[src/rtl/framed_byte_tx.sv]
`default_nettype none
// ============================================================================
// Module      : framed_byte_tx
// Description : Buffers DEPTH payload bytes and then sends them as one frame:
//               a header byte, then the payload, with the last byte flagged.
// Revision    : 1.0 - initial release
// ============================================================================
module framed_byte_tx #(
    parameter int               DEPTH = 8,
    parameter int               WIDTH = 8,
    parameter logic [WIDTH-1:0] HDR   = 8'h01
) (
    input  logic             clk,
    input  logic             rst_n,
    input  logic             flush,
    input  logic             in_valid,
    input  logic [WIDTH-1:0] in_data,
    output logic             in_ready,
    output logic             out_valid,
    output logic [WIDTH-1:0] out_data,
    output logic             out_last,
    input  logic             out_ready,
    output logic             busy,
    output logic [7:0]       frame_cnt
);

    localparam int               c_PTR_W = $clog2(DEPTH);
    localparam logic [c_PTR_W-1:0] c_LAST = c_PTR_W'(DEPTH - 1);
    localparam logic [c_PTR_W-1:0] c_ONE  = c_PTR_W'(1);

    typedef enum logic [1:0] {
        S_FILL   = 2'd0,
        S_HEADER = 2'd1,
        S_SEND   = 2'd2,
        S_DONE   = 2'd3
    } state_t;

    state_t               r_state;
    state_t               w_state_nxt;
    logic [c_PTR_W-1:0]   r_wptr;
    logic [c_PTR_W-1:0]   w_wptr_nxt;
    logic [c_PTR_W-1:0]   r_rptr;
    logic [c_PTR_W-1:0]   w_rptr_nxt;
    logic [7:0]           r_frame_cnt;
    logic [7:0]           w_frame_cnt_nxt;
    logic                 w_wr_en;
    logic [WIDTH-1:0]     r_mem [DEPTH];

    always_ff @(posedge clk or negedge rst_n) begin
        if (!rst_n) begin
            r_state     <= S_FILL;
            r_wptr      <= '0;
            r_rptr      <= '0;
            r_frame_cnt <= '0;
        end else begin
            r_state     <= w_state_nxt;
            r_wptr      <= w_wptr_nxt;
            r_rptr      <= w_rptr_nxt;
            r_frame_cnt <= w_frame_cnt_nxt;
        end
    end

    // Payload storage carries no reset; only the pointers define its contents.
    always_ff @(posedge clk) begin
        if (w_wr_en) begin
            r_mem[r_wptr] <= in_data;
        end
    end

    always_comb begin
        w_state_nxt     = r_state;
        w_wptr_nxt      = r_wptr;
        w_rptr_nxt      = r_rptr;
        w_frame_cnt_nxt = r_frame_cnt;
        w_wr_en         = 1'b0;
        in_ready        = 1'b0;
        out_valid       = 1'b0;
        out_data        = '0;
        out_last        = 1'b0;

        case (r_state)
            S_FILL: begin
                in_ready = 1'b1;
                if (in_valid && !flush) begin
                    w_wr_en    = 1'b1;
                    w_wptr_nxt = r_wptr + c_ONE;
                    if (r_wptr == c_LAST) begin
                        w_state_nxt = S_HEADER;
                    end
                end
            end
            S_HEADER: begin
                out_valid = 1'b1;
                out_data  = HDR;
                if (out_ready) begin
                    w_state_nxt = S_SEND;
                    w_rptr_nxt  = '0;
                end
            end
            S_SEND: begin
                out_valid = 1'b1;
                out_data  = r_mem[r_rptr];
                out_last  = (r_rptr == c_LAST);
                if (out_ready) begin
                    w_rptr_nxt = r_rptr + c_ONE;
                    if (r_rptr == c_LAST) begin
                        w_state_nxt = S_DONE;
                    end
                end
            end
            default: begin
                w_frame_cnt_nxt = r_frame_cnt + 8'd1;
                w_state_nxt     = S_FILL;
            end
        endcase

        // Abort overrides every transition but leaves the frame count alone.
        if (flush) begin
            w_state_nxt     = S_FILL;
            w_wptr_nxt      = '0;
            w_rptr_nxt      = '0;
            w_frame_cnt_nxt = r_frame_cnt;
        end
    end

    assign busy      = (r_state != S_FILL);
    assign frame_cnt = r_frame_cnt;

endmodule
`default_nettype wire

[config.mk]
export PLATFORM = sky130hd
export DESIGN_NAME = framed_byte_tx
export DESIGN_NICKNAME = d
export VERILOG_FILES = /design/src/rtl/framed_byte_tx.sv
export SDC_FILE = /design/constraint.sdc
export NUM_CORES = 1
export LEC_CHECK = 0
export BUFFER_PORTS_ARGS = -buffer_cell sky130_fd_sc_hd__buf_2
export CORE_ASPECT_RATIO = 0.5
export CORE_MARGIN = 8
export CORE_UTILIZATION = 55
export DETAILED_ROUTE_END_ITERATION = 16
export PLACE_DENSITY = 0.73
export SYNTH_ARGS = -nofsm -noshare
export SYNTH_HDL_FRONTEND = slang
export SYNTH_SLANG_ARGS = --single-unit
[constraint.sdc]
create_clock -name clk -period 3.5 [get_ports clk]
set_input_delay 0.7 -clock clk [delete_from_list [all_inputs] [get_ports clk]]
set_output_delay 0.7 -clock clk [all_outputs]
set_load 0.01 [all_outputs]
* Yosys cells after proc, flatten, opt, wreduce, memory -nomap -nowiden *
Memories as Yosys holds them, arrays and structs flattened.
Cells that the tools add are included.

operators by class
  mux-type cells = 22
  reduce and logical (&&, ||, !) cells = 13
  bitwise operators = 2
  equal/unequal tests = 9
  $add $sub $neg = 3

operators by type and width
  cell                                                                   count
  3-bit two-way mux                                                      6
  8-bit case mux with 2 select lines                                     1
  3-bit != test, second input constant                                   5
  2-bit two-way mux                                                      6
  8-bit by 1-bit adder with 8-bit output, second input constant          1
  1-bit two-way mux                                                      7
  3-bit by 1-bit adder with 3-bit output, second input constant          2
  3-bit equality test, second input constant                             2
  2-bit case mux with 3 select lines                                     1
  3-bit case mux with 2 select lines                                     1
  2-bit nonzero test                                                     3
  5-bit AND reduction                                                    1
  2-bit AND reduction                                                    2
  3-bit AND reduction                                                    1
  3-bit nonzero test                                                     1
  3-bit OR reduction                                                     1
  2-bit by 1-bit equality test with 1-bit output, second input constant  1
  2-bit equality test, second input constant                             1
  2-bit logical NOT                                                      1
  1-bit inverter                                                         2
  2-bit OR reduction                                                     1
  1-bit logical AND                                                      1
  1-bit logical NOT                                                      1

word-level totals
  output and inout port bits = 20
  memory bits (writable) = 64
  register bits after elaboration = 16
  memories = 1

memories
  name   depth  bits a word  read ports  clocked after Yosys merged registers in  wr ports  RTL line  source
  r_mem  8      8            1           0                                        1         47        logic [WIDTH-1:0] r_mem [DEPTH];

* Logic depth before layout (Yosys ltp) *
  depth after elaboration = 6
  depth in mapped cells = 5
  gate-level depth less buffers = 5

* Worst setup path after synthesis *
OpenSTA, ideal clock, no wires.

  path type = input to register
  start point = in flush
  end point = mem r_mem[0][0] (enable)
  arrival = 1.916 ns
  path buffers = 1
  path slack = 1.201 ns
  required time = 3.117 ns
  stages on the path = 3
  cell sequence = clkbuf_1 > or3_1 > nor3_1

between the ends
  word-level cells in the longest chain between the ends = 6

RTL lines
  item                                     RTL line  source
  start: declaration                       15        input logic flush,
  1-bit logical NOT                        84        if (in_valid && !flush) begin
  1-bit logical AND                        84
  1-bit two-way mux                        84
  1-bit two-way mux                        81        case (r_state)
  1-bit two-way mux                        65        if (w_wr_en) begin
  1-bit two-way mux (not written as such)  66        r_mem[r_wptr] <= in_data;
  end: declaration                         47

Every way passes these cells.

* Worst setup path in the final report *
  start point = reg r_rptr[0]
  end point = out out_data[5]

between the ends
  word-level cells in the longest chain between the ends = 2

RTL lines
  item                                RTL line  source
  start: declaration                  42        logic [c_PTR_W-1:0] r_rptr;
  start signal: assignment            58        r_rptr <= w_rptr_nxt;
  memory read 8 x 8 bit               --
  8-bit case mux with 2 select lines  81
  end: declaration                    20        output logic [WIDTH-1:0] out_data,

Every way passes these cells.

==> run summary <==
## Status
- **status** completed

## Logic synthesis
- **Syn Std Cell Area** 3340 um^2
- **cell with the most instances after synthesis** sky130_fd_sc_hd__edfxtp_1
- **share of async-settable or async-resettable flops after synthesis** 20.0%
- **Post-synth EDFFs** 64
- **unique cell type count in the Yosys netlist** 37
- **number of warnings issued by yosys** 0
- **largest cells by area after synthesis** sky130_fd_sc_hd__edfxtp_1 58%, sky130_fd_sc_hd__dfrtp_1 12%, sky130_fd_sc_hd__mux4_2 8.1%, sky130_fd_sc_hd__ha_1 3.4%, sky130_fd_sc_hd__nand2_1 2.6%
- **cell type with the highest aggregate area in the netlist** sky130_fd_sc_hd__edfxtp_1
- **Mapped Avg Cell Area** 16.5 um^2
- **number of flip-flops and latches in the synthesized netlist** 80
- **share of synthesized area occupied by flip-flops and latches** 69.6%
- **flip-flop cell with the highest count after synthesis** sky130_fd_sc_hd__edfxtp_1
- **synthesized netlist cell count** 202
- **top cell type's share of synthesized area** 57.6%
- **Commonest cells post-synth** 64 x sky130_fd_sc_hd__edfxtp_1, 23 x sky130_fd_sc_hd__nand2_1, 16 x sky130_fd_sc_hd__dfrtp_1
- **syn_nets** 224

## Timing
- **total negative slack** 0 ns
- **Layout Skew** 0.00725 ns
- **highest attainable clock frequency** 0.327 GHz
- **Max transition margin** 28.0%
- **setup violation total in the final timing report** 0
- **number of endpoints with negative hold slack in the final report** 0
- **Period Utilization, post-route** 87.4%
- **setup repair after global routing missed its margin** no
- **Final Max Tran Viols** 0
- **worst-case setup margin in the final layout** 0.443 ns
- **transition time of the tightest slew-check pin** 1.08 ns
- **minimum clock period** 3.06 ns

## Placed design
- **# port buffers** 32
- **# placed instances** 312
- **RePlAce Congestion** 0.724
- **Post-DP HPWL** 4030 um
- **worst setup timing slack at the placement stage** 0.746 ns
- **instance area after placement** 3610 um^2

## GRT
- **antenna violations before repair** 0
- **first-pass GRT wire length** 10100 um
- **largest net degree at the start of global routing** 22
- **total grt overflow** 0
- **All-Layer GR Usage** 15.2%
- **vias in the first global route** 1972

## Pwr
- **largest vdd supply drop** 0.000420 V
- **Tot Pwr** 2.09 mW
- **P per Cell Area** 532 nW/um^2
- **static power due to leakage** 1.49 nW

## Clock tree
- **Post-CTS Hold Buffers** 0
- **CTS resizes** 0
- **CTS buffer count** 9
- **clock latency of the later-clocked register in the worst-skew pair** 0.33 ns
- **clock tree from TritonCTS** yes
- **clock tree root buffer cell** sky130_fd_sc_hd__clkbuf_16
- **CTS H-Tree Depth** 3
- **clock tree buffer depth** 2
- **clock net sink count** 80
- **Post-CTS Repair Setup Buffers** 0
- **Clock transition at path regs** 0.06 ns

## Finish
- **Layout fillers** 411
- **Net count, final** 268
- **count of placed standard cells in the final layout, fillers left out** 328
- **Diodes inserted** 0
- **Area growth syn-to-layout** 17.7%
- **Final Instance Area** 3930 um^2
- **proportion of layout cells with a drive suffix above 1** 27.5%

## Die
- **Die Wd** 126 um
- **vertical die dimension** 71.1 um
- **initial standard-cell utilization of the core** 56.0%
- **placeable core area** 5960 um^2
- **total die area** 8960 um^2
- **floorplan row count** 20
- **I/O pins** 33

## Routing
- **mean number of vias per cell** 5.83
- **first-pass iteration count of the detailed router** 4
- **total wire length after detailed routing** 6500 um
- **antenna-violating nets left** 0
- **DR vias** 1911
- **DR iter-0 viols** 167
- **DRC** 0
- **average detailed-routed wire length per instance** 19.8 um

## Hold path
- **class of the most critical hold timing path** primary input to asynchronous set/reset pin

## Setup path
- **Critical Path Source Type** register
- **WP data arrival** 2.36 ns
- **slack of the worst reg-to-reg path** 1.18 ns
- **startpoint-to-endpoint class of the critical path** register to output port
- **largest fanout on the critical path** 21
- **critical path capture point type** output port
- **required time reported for the critical path endpoint** 2.80 ns

## Flow run
- **total of max-cap violations** 0

## metal layers
metal | track usage [%] | wire length (um)
met1 | 17.8 | 2590
met2 | 23.8 | 3260
met3 | 6.75 | 601
met4 | 6.74 | 42
met5 | 0 | 0
## cells by family after synthesis
group / synth area share (%)
AO/OA/AOI/OAI: 4.28
XOR/XNOR: 2.10
flip-flops: 69.6
adder cells (fa/ha/maj): 3.38
AND/OR/NAND/NOR: 7.58
buffers and inverters: 1.65
multiplexers: 11.4
## state kept, by name, summed over array words and instances, names as in the netlist
register / flops
r_mem: 64
frame_cnt: 8
r_rptr: 3
r_wptr: 3
r_state: 2
## final timing paths
kind                           endpoint  depth (start not counted)    startpoint
min                          r_state[0]                          1         rst_n
min reg2reg                frame_cnt[7]                          1  frame_cnt[7]
max in group asynchronous  frame_cnt[1]                          1         rst_n
max reg2reg                  r_state[1]                          5     r_rptr[0]
min in group clk           frame_cnt[7]                          1  frame_cnt[7]
max                         out_data[5]                          4     r_rptr[0]
## cell usage in the layout, fill, tap and decap left out, types with 2 or more instances in the layout
| cell type | n |
|---|---|
| sky130_fd_sc_hd__nor2b_1 | 2 |
| sky130_fd_sc_hd__mux4_2 | 12 |
| sky130_fd_sc_hd__a21oi_1 | 11 |
| sky130_fd_sc_hd__or3_1 | 2 |
| sky130_fd_sc_hd__buf_4 | 7 |
| sky130_fd_sc_hd__xnor2_1 | 6 |
| sky130_fd_sc_hd__a21boi_1 | 2 |
| sky130_fd_sc_hd__xor2_1 | 2 |
| sky130_fd_sc_hd__nand2b_1 | 2 |
| sky130_fd_sc_hd__inv_1 | 5 |
| sky130_fd_sc_hd__nand2_1 | 23 |
| sky130_fd_sc_hd__clkbuf_16 | 9 |
| sky130_fd_sc_hd__nand4_1 | 5 |
| sky130_fd_sc_hd__mux4_1 | 2 |
| sky130_fd_sc_hd__a32oi_1 | 2 |
| sky130_fd_sc_hd__nand3_1 | 2 |
| sky130_fd_sc_hd__o31ai_1 | 2 |
| sky130_fd_sc_hd__inv_6 | 2 |
| sky130_fd_sc_hd__nor2_1 | 10 |
| sky130_fd_sc_hd__mux2i_1 | 2 |
| sky130_fd_sc_hd__bufinv_16 | 2 |
| sky130_fd_sc_hd__nor3_1 | 2 |
| sky130_fd_sc_hd__dfrtp_1 | 16 |
| sky130_fd_sc_hd__edfxtp_1 | 64 |
| sky130_fd_sc_hd__buf_2 | 32 |
| sky130_fd_sc_hd__ha_1 | 9 |
| sky130_fd_sc_hd__mux2_2 | 2 |
## worst max-delay path, cell delays in order (launching register included)
cell                      delay (ns)
sky130_fd_sc_hd__dfrtp_1        1.05
sky130_fd_sc_hd__mux4_1         0.66
sky130_fd_sc_hd__nand2_1        0.08
sky130_fd_sc_hd__a21oi_1        0.06
sky130_fd_sc_hd__buf_2          0.16
## report_power, final
part / total [mW] / switching (mW) / leakage [nW] / internal, mW
Clock: 0.991 / 0.363 / 0.153 / 0.628
Combinational: 0.0508 / 0.0331 / 0.538 / 0.0178
Sequential: 1.05 / 0.00592 / 0.800 / 1.04
Total: 2.09 / 0.402 / 1.49 / 1.69
## cell type report
cell class	instances	area [um^2]	area share [%]
clock buffers	10	229	5.83
clock inverters	6	90.1	2.29
inverters	5	18.8	0.478
multi-input cells	111	958	24.4
flip-flops and latches	80	2320	59.1
well taps	77	96.3	2.45
repair buffers	39	213	5.42
## metrics by stage
| stage | hold slack, ns | utilization, % |
|---|---|---|
| global placement | 0.458 | 60.6 |
| global route | 0.289 | 65.9 |
| finish | 0.287 | 65.9 |
| CTS | 0.276 | 65.9 |
| floorplan | 0.404 | - |
| detailed placement | 0.461 | 60.6 |
No activity file was read; power rests on OpenSTA's default activity.
